### config.mk
export PLATFORM = sky130hd
export DESIGN_NAME = stage_mem_hs
export DESIGN_NICKNAME = d
export VERILOG_FILES = /design/src/rtl/stage_mem_hs.sv
export SDC_FILE = /design/constraint.sdc
export NUM_CORES = 1
export LEC_CHECK = 0
export ABC_AREA = 1
export CORE_MARGIN = 3
export CORE_UTILIZATION = 40
export CTS_CLUSTER_DIAMETER = 80
export DETAILED_ROUTE_END_ITERATION = 10
export HOLD_SLACK_MARGIN = 0.15
export PLACE_DENSITY = 0.67
export SYNTH_ARGS = -nofsm -noshare
export SYNTH_HDL_FRONTEND = slang
export SYNTH_SLANG_ARGS = --single-unit
### constraint.sdc
create_clock -name clk -period 1.95 [get_ports clk]
set_input_delay 0.2925 -clock clk [delete_from_list [all_inputs] [get_ports clk]]
set_output_delay 0.2925 -clock clk [all_outputs]
set_load 0.02 [all_outputs]
### src/rtl/stage_mem_hs.sv
// stage_mem_hs: pipeline memory stage between EXE and WB with a req/ack bus,
// byte/half/word access, alignment checking and a bounded-wait bus timeout.
module stage_mem_hs #(
    parameter int DATA_W   = 32,
    parameter int ADDR_W   = 32,
    parameter int RA_W     = 5,
    parameter int MAX_WAIT = 15
) (
    input  logic                  clk,
    input  logic                  rst,
    input  logic                  ex_valid,
    output logic                  ex_ready,
    input  logic [3:0]            ex_op,
    input  logic                  ex_rfwe,
    input  logic [RA_W-1:0]       ex_rfwa,
    input  logic [DATA_W-1:0]     ex_res,
    input  logic [ADDR_W-1:0]     ex_addr,
    input  logic [DATA_W-1:0]     ex_data,
    input  logic [ADDR_W-1:0]     ex_pc,
    output logic                  wb_valid,
    output logic                  wb_rfwe,
    output logic [RA_W-1:0]       wb_rfwa,
    output logic [DATA_W-1:0]     wb_res,
    output logic [ADDR_W-1:0]     wb_pc,
    output logic                  mem_isload,
    output logic                  bus_req,
    output logic                  bus_we,
    output logic [ADDR_W-1:0]     bus_addr,
    output logic [DATA_W-1:0]     bus_wdata,
    output logic [DATA_W/8-1:0]   bus_be,
    input  logic                  bus_ack,
    input  logic [DATA_W-1:0]     bus_rdata,
    output logic                  exc_valid,
    output logic [1:0]            exc_code,
    output logic [ADDR_W-1:0]     exc_badaddr
);
    localparam int NB = DATA_W / 8;
    localparam int LW = $clog2(NB);

    localparam logic [3:0] OP_LB  = 4'd1;
    localparam logic [3:0] OP_LBU = 4'd2;
    localparam logic [3:0] OP_LH  = 4'd3;
    localparam logic [3:0] OP_LHU = 4'd4;
    localparam logic [3:0] OP_LW  = 4'd5;
    localparam logic [3:0] OP_SB  = 4'd6;
    localparam logic [3:0] OP_SH  = 4'd7;
    localparam logic [3:0] OP_SW  = 4'd8;

    localparam logic [1:0] EXC_ADEL   = 2'd1;
    localparam logic [1:0] EXC_ADES   = 2'd2;
    localparam logic [1:0] EXC_BUSERR = 2'd3;

    typedef enum logic {
        IDLE,
        REQ
    } state_t;

    state_t              state_q, state_d;
    logic [7:0]          wcnt_q, wcnt_d;
    logic [3:0]          op_q, op_d;
    logic                rfwe_q, rfwe_d;
    logic [RA_W-1:0]     rfwa_q, rfwa_d;
    logic [DATA_W-1:0]   res_q, res_d;
    logic [ADDR_W-1:0]   addr_q, addr_d;
    logic [ADDR_W-1:0]   pc_q, pc_d;

    logic                wb_valid_q, wb_valid_d;
    logic                wb_rfwe_q, wb_rfwe_d;
    logic [RA_W-1:0]     wb_rfwa_q, wb_rfwa_d;
    logic [DATA_W-1:0]   wb_res_q, wb_res_d;
    logic [ADDR_W-1:0]   wb_pc_q, wb_pc_d;
    logic                exc_valid_q, exc_valid_d;
    logic [1:0]          exc_code_q, exc_code_d;
    logic [ADDR_W-1:0]   exc_badaddr_q, exc_badaddr_d;
    logic                bus_req_q, bus_req_d;
    logic                bus_we_q, bus_we_d;
    logic [ADDR_W-1:0]   bus_addr_q, bus_addr_d;
    logic [DATA_W-1:0]   bus_wdata_q, bus_wdata_d;
    logic [NB-1:0]       bus_be_q, bus_be_d;

    logic                in_load, in_store, in_half, in_word, misalign;
    logic [NB-1:0]       be_in;
    logic [DATA_W-1:0]   wdata_in;
    logic                held_load;
    logic [DATA_W-1:0]   shifted, load_data;
    logic                unused_bits;

    // Decode of the op being offered by EXE
    always_comb begin
        in_load  = (ex_op >= OP_LB) && (ex_op <= OP_LW);
        in_store = (ex_op >= OP_SB) && (ex_op <= OP_SW);
        in_half  = (ex_op == OP_LH) || (ex_op == OP_LHU) || (ex_op == OP_SH);
        in_word  = (ex_op == OP_LW) || (ex_op == OP_SW);
        misalign = (in_half && ex_addr[0]) || (in_word && (ex_addr[1:0] != 2'b00));
        if (in_word) begin
            be_in    = NB'(4'hF) << ex_addr[LW-1:0];
            wdata_in = {(NB/4){ex_data[31:0]}};
        end else if (in_half) begin
            be_in    = NB'(2'b11) << ex_addr[LW-1:0];
            wdata_in = {(NB/2){ex_data[15:0]}};
        end else begin
            be_in    = NB'(1'b1) << ex_addr[LW-1:0];
            wdata_in = {NB{ex_data[7:0]}};
        end
    end

    // Lane extraction and sign/zero extension of returned read data
    always_comb begin
        held_load = (op_q >= OP_LB) && (op_q <= OP_LW);
        shifted   = bus_rdata >> {addr_q[LW-1:0], 3'b000};
        case (op_q)
            OP_LB:   load_data = DATA_W'($signed(shifted[7:0]));
            OP_LBU:  load_data = DATA_W'(shifted[7:0]);
            OP_LH:   load_data = DATA_W'($signed(shifted[15:0]));
            OP_LHU:  load_data = DATA_W'(shifted[15:0]);
            default: load_data = DATA_W'($signed(shifted[31:0]));
        endcase
    end

    assign unused_bits = ^{ex_data, shifted};

    always_comb begin
        state_d       = state_q;
        wcnt_d        = wcnt_q;
        op_d          = op_q;
        rfwe_d        = rfwe_q;
        rfwa_d        = rfwa_q;
        res_d         = res_q;
        addr_d        = addr_q;
        pc_d          = pc_q;
        wb_valid_d    = 1'b0;
        wb_rfwe_d     = wb_rfwe_q;
        wb_rfwa_d     = wb_rfwa_q;
        wb_res_d      = wb_res_q;
        wb_pc_d       = wb_pc_q;
        exc_valid_d   = 1'b0;
        exc_code_d    = exc_code_q;
        exc_badaddr_d = exc_badaddr_q;
        bus_req_d     = bus_req_q;
        bus_we_d      = bus_we_q;
        bus_addr_d    = bus_addr_q;
        bus_wdata_d   = bus_wdata_q;
        bus_be_d      = bus_be_q;

        case (state_q)
            IDLE: begin
                if (ex_valid) begin
                    op_d   = ex_op;
                    rfwe_d = ex_rfwe;
                    rfwa_d = ex_rfwa;
                    res_d  = ex_res;
                    addr_d = ex_addr;
                    pc_d   = ex_pc;
                    if (!in_load && !in_store) begin
                        wb_valid_d = 1'b1;
                        wb_rfwe_d  = ex_rfwe;
                        wb_rfwa_d  = ex_rfwa;
                        wb_res_d   = ex_res;
                        wb_pc_d    = ex_pc;
                    end else if (misalign) begin
                        exc_valid_d   = 1'b1;
                        exc_code_d    = in_load ? EXC_ADEL : EXC_ADES;
                        exc_badaddr_d = ex_addr;
                        wb_valid_d    = 1'b1;
                        wb_rfwe_d     = 1'b0;
                        wb_rfwa_d     = ex_rfwa;
                        wb_res_d      = ex_res;
                        wb_pc_d       = ex_pc;
                    end else begin
                        state_d     = REQ;
                        wcnt_d      = 8'd0;
                        bus_req_d   = 1'b1;
                        bus_we_d    = in_store;
                        bus_addr_d  = ex_addr & ~ADDR_W'(NB - 1);
                        bus_wdata_d = wdata_in;
                        bus_be_d    = be_in;
                    end
                end
            end
            REQ: begin
                if (bus_ack) begin
                    state_d    = IDLE;
                    bus_req_d  = 1'b0;
                    wb_valid_d = 1'b1;
                    wb_rfwe_d  = rfwe_q;
                    wb_rfwa_d  = rfwa_q;
                    wb_res_d   = held_load ? load_data : res_q;
                    wb_pc_d    = pc_q;
                end else if (wcnt_q == 8'(MAX_WAIT - 1)) begin
                    // Last permitted wait cycle passed without an ack
                    state_d       = IDLE;
                    bus_req_d     = 1'b0;
                    exc_valid_d   = 1'b1;
                    exc_code_d    = EXC_BUSERR;
                    exc_badaddr_d = addr_q;
                    wb_valid_d    = 1'b1;
                    wb_rfwe_d     = 1'b0;
                    wb_rfwa_d     = rfwa_q;
                    wb_res_d      = res_q;
                    wb_pc_d       = pc_q;
                end else begin
                    wcnt_d = wcnt_q + 8'd1;
                end
            end
            default: state_d = IDLE;
        endcase
    end

    always_ff @(posedge clk) begin
        if (rst) begin
            state_q       <= IDLE;
            wcnt_q        <= '0;
            op_q          <= '0;
            rfwe_q        <= 1'b0;
            rfwa_q        <= '0;
            res_q         <= '0;
            addr_q        <= '0;
            pc_q          <= '0;
            wb_valid_q    <= 1'b0;
            wb_rfwe_q     <= 1'b0;
            wb_rfwa_q     <= '0;
            wb_res_q      <= '0;
            wb_pc_q       <= '0;
            exc_valid_q   <= 1'b0;
            exc_code_q    <= '0;
            exc_badaddr_q <= '0;
            bus_req_q     <= 1'b0;
            bus_we_q      <= 1'b0;
            bus_addr_q    <= '0;
            bus_wdata_q   <= '0;
            bus_be_q      <= '0;
        end else begin
            state_q       <= state_d;
            wcnt_q        <= wcnt_d;
            op_q          <= op_d;
            rfwe_q        <= rfwe_d;
            rfwa_q        <= rfwa_d;
            res_q         <= res_d;
            addr_q        <= addr_d;
            pc_q          <= pc_d;
            wb_valid_q    <= wb_valid_d;
            wb_rfwe_q     <= wb_rfwe_d;
            wb_rfwa_q     <= wb_rfwa_d;
            wb_res_q      <= wb_res_d;
            wb_pc_q       <= wb_pc_d;
            exc_valid_q   <= exc_valid_d;
            exc_code_q    <= exc_code_d;
            exc_badaddr_q <= exc_badaddr_d;
            bus_req_q     <= bus_req_d;
            bus_we_q      <= bus_we_d;
            bus_addr_q    <= bus_addr_d;
            bus_wdata_q   <= bus_wdata_d;
            bus_be_q      <= bus_be_d;
        end
    end

    assign ex_ready    = (state_q == IDLE);
    assign mem_isload  = (state_q == REQ) && held_load;
    assign wb_valid    = wb_valid_q;
    assign wb_rfwe     = wb_rfwe_q;
    assign wb_rfwa     = wb_rfwa_q;
    assign wb_res      = wb_res_q;
    assign wb_pc       = wb_pc_q;
    assign exc_valid   = exc_valid_q;
    assign exc_code    = exc_code_q;
    assign exc_badaddr = exc_badaddr_q;
    assign bus_req     = bus_req_q;
    assign bus_we      = bus_we_q;
    assign bus_addr    = bus_addr_q;
    assign bus_wdata   = bus_wdata_q;
    assign bus_be      = bus_be_q;

endmodule

# Word level (Yosys, flattened, before mapping)
# Index checks and enable logic that the tools add are counted.
# totals
reg_bits	289
in_bits	174
out_inout_bits	178
# classes
add_sub_neg	1
n_mux	70
n_eq_ne	19
reduce_logical	20
n_shift	4
n_lt_le_gt_ge	6
n_bitwise	3
# ops
cell	count
two-way mux 32 bit	18
one-hot mux 32 bit (2 select lines)	3
one-hot mux 32 bit (4 select lines)	1
two-way mux 8 bit	5
>> shifter 32 x 5 -> 32 bit	1
two-way mux 5 bit	5
two-way mux 1 bit	22
equality test 4 x 3 -> 1 bit (second input constant)	4
one-hot mux 8 bit (2 select lines)	1
equality test 4 x 2 -> 1 bit (second input constant)	3
two-way mux 2 bit	6
!= test 2 bit (second input constant)	5
one-hot mux 1 bit (2 select lines)	5
one-hot mux 5 bit (2 select lines)	1
AND reduction 5 bit	2
adder 8 x 1 -> 8 bit (second input constant)	1
equality test 8 x 4 -> 1 bit (second input constant)	1
>= comparator 4 x 1 -> 1 bit (second input constant)	2
less-or-equal comparator 4 x 3 -> 1 bit (second input constant)	2
two-way mux 4 bit	2
AND reduction 4 bit	2
logical AND 1 bit	7
equality test 4 x 1 -> 1 bit (second input constant)	1
equality test 4 bit (second input constant)	1
other kinds (15)	22

# Longest topological paths before layout
# Gate-level depths: netlist of run 1.
# depth
ltp_word	9
ltp_mapped	12

# Worst setup path before layout of run 1
# Ideal clock, no wire load.
# synth_timing
kind	register to output
start	register state_q
end	output mem_isload
path_stages_with_launch	6
arrival_ps	1386
required_time_ps	1657
path_slack_ps	272
cell_sequence	dfxtp_1 buf_4 inv_2 buf_2 buf_1 a21oi_1
# synth_between
elab_chain_cells	1
# synth_lines
element	line	text
start: declaration	58	state_t state_q, state_d;
start signal: assignment	233	state_q <= state_d;
logical AND 1 bit	258	assign mem_isload = (state_q == REQ) && held_load;
end: declaration	25	output logic mem_isload,
# No other way between the ends.

# Worst setup path in the final report of run 1
# layout_timing
start	register wb_rfwe_q (netlist: wb_rfwe)
end	output wb_rfwe
# layout_rtl
element	line	text
start: declaration	68	logic wb_rfwe_q, wb_rfwe_d;
start signal: assignment	242	wb_rfwe_q <= wb_rfwe_d;
end: declaration	21	output logic wb_rfwe,
# No word-level cell between the ends.

==> results of run 1 <==
final cells by class:
cell class              instances  area [um^2]  share of cell area, %
diodes                          1         2.50                 0.0131
repair buffers                425         4410                   23.1
clock buffers                  52         1040                   5.47
flip-flops and latches        289         5790                   30.4
multi-input cells            1529         6760                   35.5
well taps                     448          561                   2.94
clock inverters                 7         62.6                  0.328
inverters                     116          440                   2.31
synth_stat cells:
cell type,instances
buf_6,10
nor2_2,3
conb_1,1
a21oi_1,211
nand4_1,4
clkbuf_1,70
nand2_2,4
mux2i_1,37
nor2_1,310
clkinv_1,1
nand2_4,3
nor3_2,2
xor2_1,4
o21bai_1,1
o211ai_1,1
nand3_4,1
or2_1,1
xnor2_1,2
a31oi_4,1
inv_1,110
a211oi_1,8
buf_1,3
buf_2,46
nand3_1,143
ha_1,2
nor3_1,2
nand2_1,687
o21ai_0,96
inv_2,5
nand3_2,3
nor2_4,1
dfxtp_1,289
buf_4,20
registers in the layout, indices dropped and copies added (netlist names), 8 cells and up:
signal / cells
wb_pc: 32
bus_addr: 30
bus_wdata: 32
wb_res: 32
exc_badaddr: 32
addr_q: 32
pc_q: 32
wcnt_q: 8
res_q: 32
tightest hold or removal path, stage by stage:
cell and delay [ns]:
buf_4 0.11, inv_4 0.16, nand2_1 0.12, nor2_1 0.03
worst max-delay path by stage:
| stage | startpoint | end | slack, ns | depth (start not counted) |
|---|---|---|---|---|
| after floorplan | state_q | mem_isload | 0.27 | 5 |
| after global placement | ex_op[0] | bus_addr[31] | -0.24 | 9 |
| after detailed placement | ex_op[0] | bus_addr[31] | -0.28 | 9 |
| after CTS | op_q[3] | mem_isload | 0.06 | 4 |
| after global routing | wcnt_q[0] | wb_res[17] | 0.007 | 11 |
| final | wb_rfwe | wb_rfwe | 0.12 | 1 |
power by group:
part | internal [mW] | switching (mW)
combinational | 1.65 | 2.11
sequential | 6.37 | 0.245
clock | 3.81 | 2.47
cell families (layout without fill, tap and decap cells):
group                      Yosys count  count (layout)  synth area share [%]
xor gates and xnor gates             6               6                 0.383
adders and majority gates            2               2                 0.182
other                                1               3                0.0273
muxes                               37              37                  2.70
AOI/OAI and AO/OA                  318             318                  11.9
and+or+nand+nor                   1164            1164                  33.9
buffers and inverters              265             600                  8.76
DFF                                289             289                  42.1
cell usage in the layout, fill, tap and decap left out, types with 49 or more instances in the layout:
cell type / n
inv_1: 108
clkdlybuf4s50_1: 346
buf_4: 49
nand2_1: 687
dfxtp_1: 288
nand3_1: 143
o21ai_0: 96
a21oi_1: 211
nor2_1: 308
metal layers:
metal / wire [um] / share of wire [%]
met1: 19100 / 43
met2: 20700 / 47
met3: 3190 / 7.2
met4: 1310 / 3.0
met5: 0 / 0
==> results.md, run 1 <==
* Placer Congestion at 0.862
* Avg Synthesized Cell Area at 6.59 um^2
* Die area at 36600 um^2
* Hold Crit Start: rst
* Critical R2R Capture: wb_res[17]
* Core Area at 33700 um^2
* Final Total Pwr at 16.7 mW
* RSZ-0062 raised after global routing: false
* Hold WS at 0.265 ns
* CTS Buf Count at 34
* Die Y at 191 um
* Slowest cell on the critical path: clkdlybuf4s50_1
* Synth warn at 0
* Final instance area at 19100 um^2
* Iter 0 DRT Violations at 844
* Hold_buf cts at 0
* Distinct cells, synth at 33
* Nets at 2571
* Hold depth at 4
* CP endpoint kind: primary output
* Slew @ Worst Pin at 0.669 ns
* FMAX at 547 MHz
* Placed Instances at 2807
* Power per cell area at 873 nW/um^2
* Total track usage at 23.5%
* Part of the cycle the worst path needs at 93.8%
* Vias per cell at 4.99
* GR Util met2 at 39.1%
* Post-Layout Cell Count at 2867
* Worst skew pair latency at 0.51 ns
* GR peak layer: met2
* Worst-path clk slew at 0.05 ns
* Final worst path period need at 1.83 ns
* Hold EP: wb_res[15]
* Post-CTS Setup Bufs at 0
* Post-layout util at 56.6%
* Data arrival, critical path at 1.54 ns
* CP required at 1.66 ns
* Grt ovf at 0
* Drt drc at 0
* WP buf/inv at 1
* Reg2Reg Depth at 11
* P_leak at 8.18 nW
* Global Route met3 Usage at 4.69%
* Worst r2r src: wcnt_q[0]
* Sequential-to-total area share from yosys stat at 42.1%
* WL/cell at 15.4 um
* CTS Root Cell: clkbuf_16
* Synth top area share at 42.1%
* Routed WL at 44.3 mm
* Crit path max fanout at 2
* Hold Crit Class: primary input to flip-flop
* Slew Limit Fails at 0
* Layout area overhead at 38.9%
* Fillers at 3190
* Starting Density at 40.7%
* #FFs+latches synth at 289
* Worst setup SP type: flip-flop
* Result of the run: completed
* Top cells by area, synth: dfxtp_1, nand2_1, nor2_1
* Area leader, netlist: dfxtp_1
* Delay-heaviest family, CP: buffers and inverters
* Mapped Cells at 2082
* Final setup TNS at 0 ns
* Synthesized area at 13700 um^2
* IO Pins at 352
* Reg2reg setup slack at 0.17 ns
* Initial antenna violation count at 1
* CP max stage delay at 0.66 ns
* Post-DP Area at 18000 um^2
* Setup-failing EPs final at 0
* Worst-path cell chain: clkdlybuf4s50_1
* Via Count at 14300
* Layout cells sized above 1 at 6.45%
* Max Root-Sink Buffers at 3
* Drt pass-1 iters at 5
* Max-cap violations at 0
* Post-CTS sizing at 4
* Slew headroom at 55.4%
* Worst setup slack after layout at 0.122 ns
* Final hold violation count at 0
* Clock H-tree levels at 2
* Dpl ws at -0.283 ns
* Met1 usage at 30.7%
* # rows at 67
* Vias in the first global route at 13300
* First-pass GRT wire length at 70.4 mm
* Chip Width at 191 um
* Critical setup path kind: flip-flop to primary output
* IO buf count at 349
* Sink Count at 289
* Clock Skew at 0.0123 ns
* Max VDD drop at 0.585 mV
* CTS tree: done
* Antenna-violating nets left at 0
* Largest net degree at the start of global routing at 134
* HPWL Detailed at 30.5 mm
(Power assumes the default switching activity.)
==> run 2, diff against run 1 <==
CORE_ASPECT_RATIO = 1.4   (was unset)
CORE_UTILIZATION = 45   (was 40)
PLACE_DENSITY = 0.74   (was 0.67)
==> run 2 against run 1 <==
Effect of this change: power decreased by 1.5%; critical path depth grew 1; maximum frequency fell by 2.9%; core utilization increased by 6.3 points; clock-buffer cell count shrank 13; routed wire length decreased by 0.85%; die area shrank 11%; flip-flop and latch count stayed put; cell area shrank 0.95%; critical path type unchanged; largest cell class unchanged.
==> results.md, run 2 (synthesis gave the netlist of run 1 again) <==
* Result of the run: completed
* Die area at 32700 um^2
* Slew @ Worst Pin at 0.784 ns
* Dpl ws at -0.274 ns
* HPWL Detailed at 30.0 mm
* Switching power at 4.77 mW
* Max VDD drop at 0.770 mV
* Slew Limit Fails at 0
* Core Area at 30000 um^2
* Total track usage at 25.7%
* P_leak at 8.14 nW
* Final Total Pwr at 16.4 mW
* Clock H-tree levels at 1
* RSZ-0062 raised after global routing: false
* Slew headroom at 47.7%
* Slowest cell on the critical path: dfxtp_4
* Layout cells sized above 1 at 6.38%
* Post-Layout Cell Count at 2798
* Initial antenna violation count at 1
* CTS tree: done
* Grt ovf at 0
* CTS Root Cell: clkbuf_16
* Vias in the first global route at 13900
* Commonest non-fill, non-tap cell in the layout: nand2_1
* Worst-path cell chain: inv_2 > clkdlybuf4s15_1
* Clock Skew at 0.00895 ns
* Placer Congestion at 0.894
* First-pass GRT wire length at 70.3 mm
* Drt drc at 0
* Worst skew pair latency at 0.56 ns
* CP endpoint kind: primary output
* CTS Buf Count at 29
* Iter 0 DRT Violations at 870
* Seq pwr share at 40.3%
* Power per cell area at 869 nW/um^2
* Final worst path period need at 1.88 ns
* Delay-heaviest family, CP: buffers and inverters
* Starting Density at 45.7%
* Post-CTS Setup Bufs at 0
* Clock share of power at 36.7%
* Hold Crit Class: primary input to flip-flop
* WL/cell at 15.7 um
* Final hold violation count at 0
* Switching power share of the total at 29.0%
* Worst setup slack after layout at 0.0680 ns
* Fillers at 2717
* Vias per cell at 5.15
* Worst setup SP type: flip-flop
* Setup-failing EPs final at 0
* Final setup TNS at 0 ns
* CP required at 1.66 ns
* Crit path max fanout at 10
* FMAX at 531 MHz
* Post-DP Area at 17800 um^2
* Antenna-violating nets left at 0
* Data arrival, critical path at 1.59 ns
* Die Y at 213 um
* Layout area overhead at 37.6%
* IO Pins at 352
* Chip Width at 154 um
* Drt pass-1 iters at 5
* Max Root-Sink Buffers at 3
* Internal at 11.6 mW
* Part of the cycle the worst path needs at 96.5%
* Nets at 2565
* Sink Count at 289
* IO buf count at 349
* Final instance area at 18900 um^2
* Routed WL at 43.9 mm
* Critical setup path kind: flip-flop to primary output
* Area occupied by registers at 5790 um^2
* Placed Instances at 2743
* Power share of the combinational group at 23.0%
* Worst-path clk slew at 0.06 ns
* CP max stage delay at 0.40 ns
* WP buf/inv at 2
* # rows at 75
* Max-cap violations at 0
* Commonest non-fill, non-tap cells in the layout: nand2_1, clkdlybuf4s50_1, nor2_1
* Area of the multi-input gates at 6760 um^2
* Via Count at 14400
* Largest net degree at the start of global routing at 134
run 2: cell types whose count changed in the layout (fill, tap and decap cells not counted), sizes merged:
| cell | previous run | this run |
|---|---|---|
| clkdlybuf4s15 | 0 | 1 |
| inv | 115 | 117 |
| buf | 78 | 77 |
| clkinvlp | 1 | 2 |
| clkinv | 6 | 7 |
| dlygate4sd2 | 1 | 0 |
| clkbuf | 52 | 39 |
| bufinv | 1 | 5 |
run 2: layer usage:
metal	up-vias	wire [um]	GRT usage, %	part of all wire (%)
met1	6603	17200	30.2	39
met4	0	1490	9.23	3.4
li1	7194	-	-	-
met5	-	0	0	0
met2	529	21900	46.3	50
met3	96	3300	5.62	7.5
run 2: tightest hold or removal path, delay by kind of cell:
family                 cells  cell delay [ns]
and+or+nand+nor            2             0.15
buffers and inverters      2             0.28
run 2: path summary, 6_finish.rpt:
check / startpoint / endpoint / slack, ns / cells past startpoint
worst max-delay path: state_q / ex_ready / 0.07 / 2
worst min-delay path: rst / wb_pc[3] / 0.21 / 4
worst max register to register: wcnt_q[0] / wb_pc[12] / 0.17 / 10
worst min register to register: res_q[5] / res_q[5] / 0.45 / 2
run 2: timing repair:
| action | in CTS | in global routing |
|---|---|---|
| endpoints found under the hold margin | 0 | 0 |
| hold buffers | 0 | 0 |
| resized for setup | 6 | 1 |
| setup endpoints to repair | 2 | 1 |
run 2: cell type report:
| class | instances | share of cell area [%] |
|---|---|---|
| diodes | 1 | 0.0133 |
| clock buffers | 39 | 4.36 |
| clock inverters | 15 | 1.15 |
| inverters | 116 | 2.33 |
| multi-input cells | 1529 | 35.8 |
| flip-flops and latches | 289 | 30.7 |
| well taps | 385 | 2.55 |
| repair buffers | 424 | 23.2 |
run 2: power groups by stage:
stage / logic [mW] / registers [mW] / clock network [mW]
3_5_place_dp: 3.75 / 6.74 / 0
5_1_grt: 4.13 / 6.67 / 6.41
3_3_place_gp: 3.70 / 6.72 / 0
6_report: 3.77 / 6.61 / 6.03
2_1_floorplan: 1.76 / 7.06 / 0
4_1_cts: 3.77 / 6.61 / 6.15
run 2: stage by stage:
step,hold WS [ns],utilization [%]
after detailed placement,0.443,59.4
final,0.213,62.9
after global routing,0.220,62.9
after global placement,0.438,59.4
after CTS,0.195,62.9
after floorplan,0.430,-
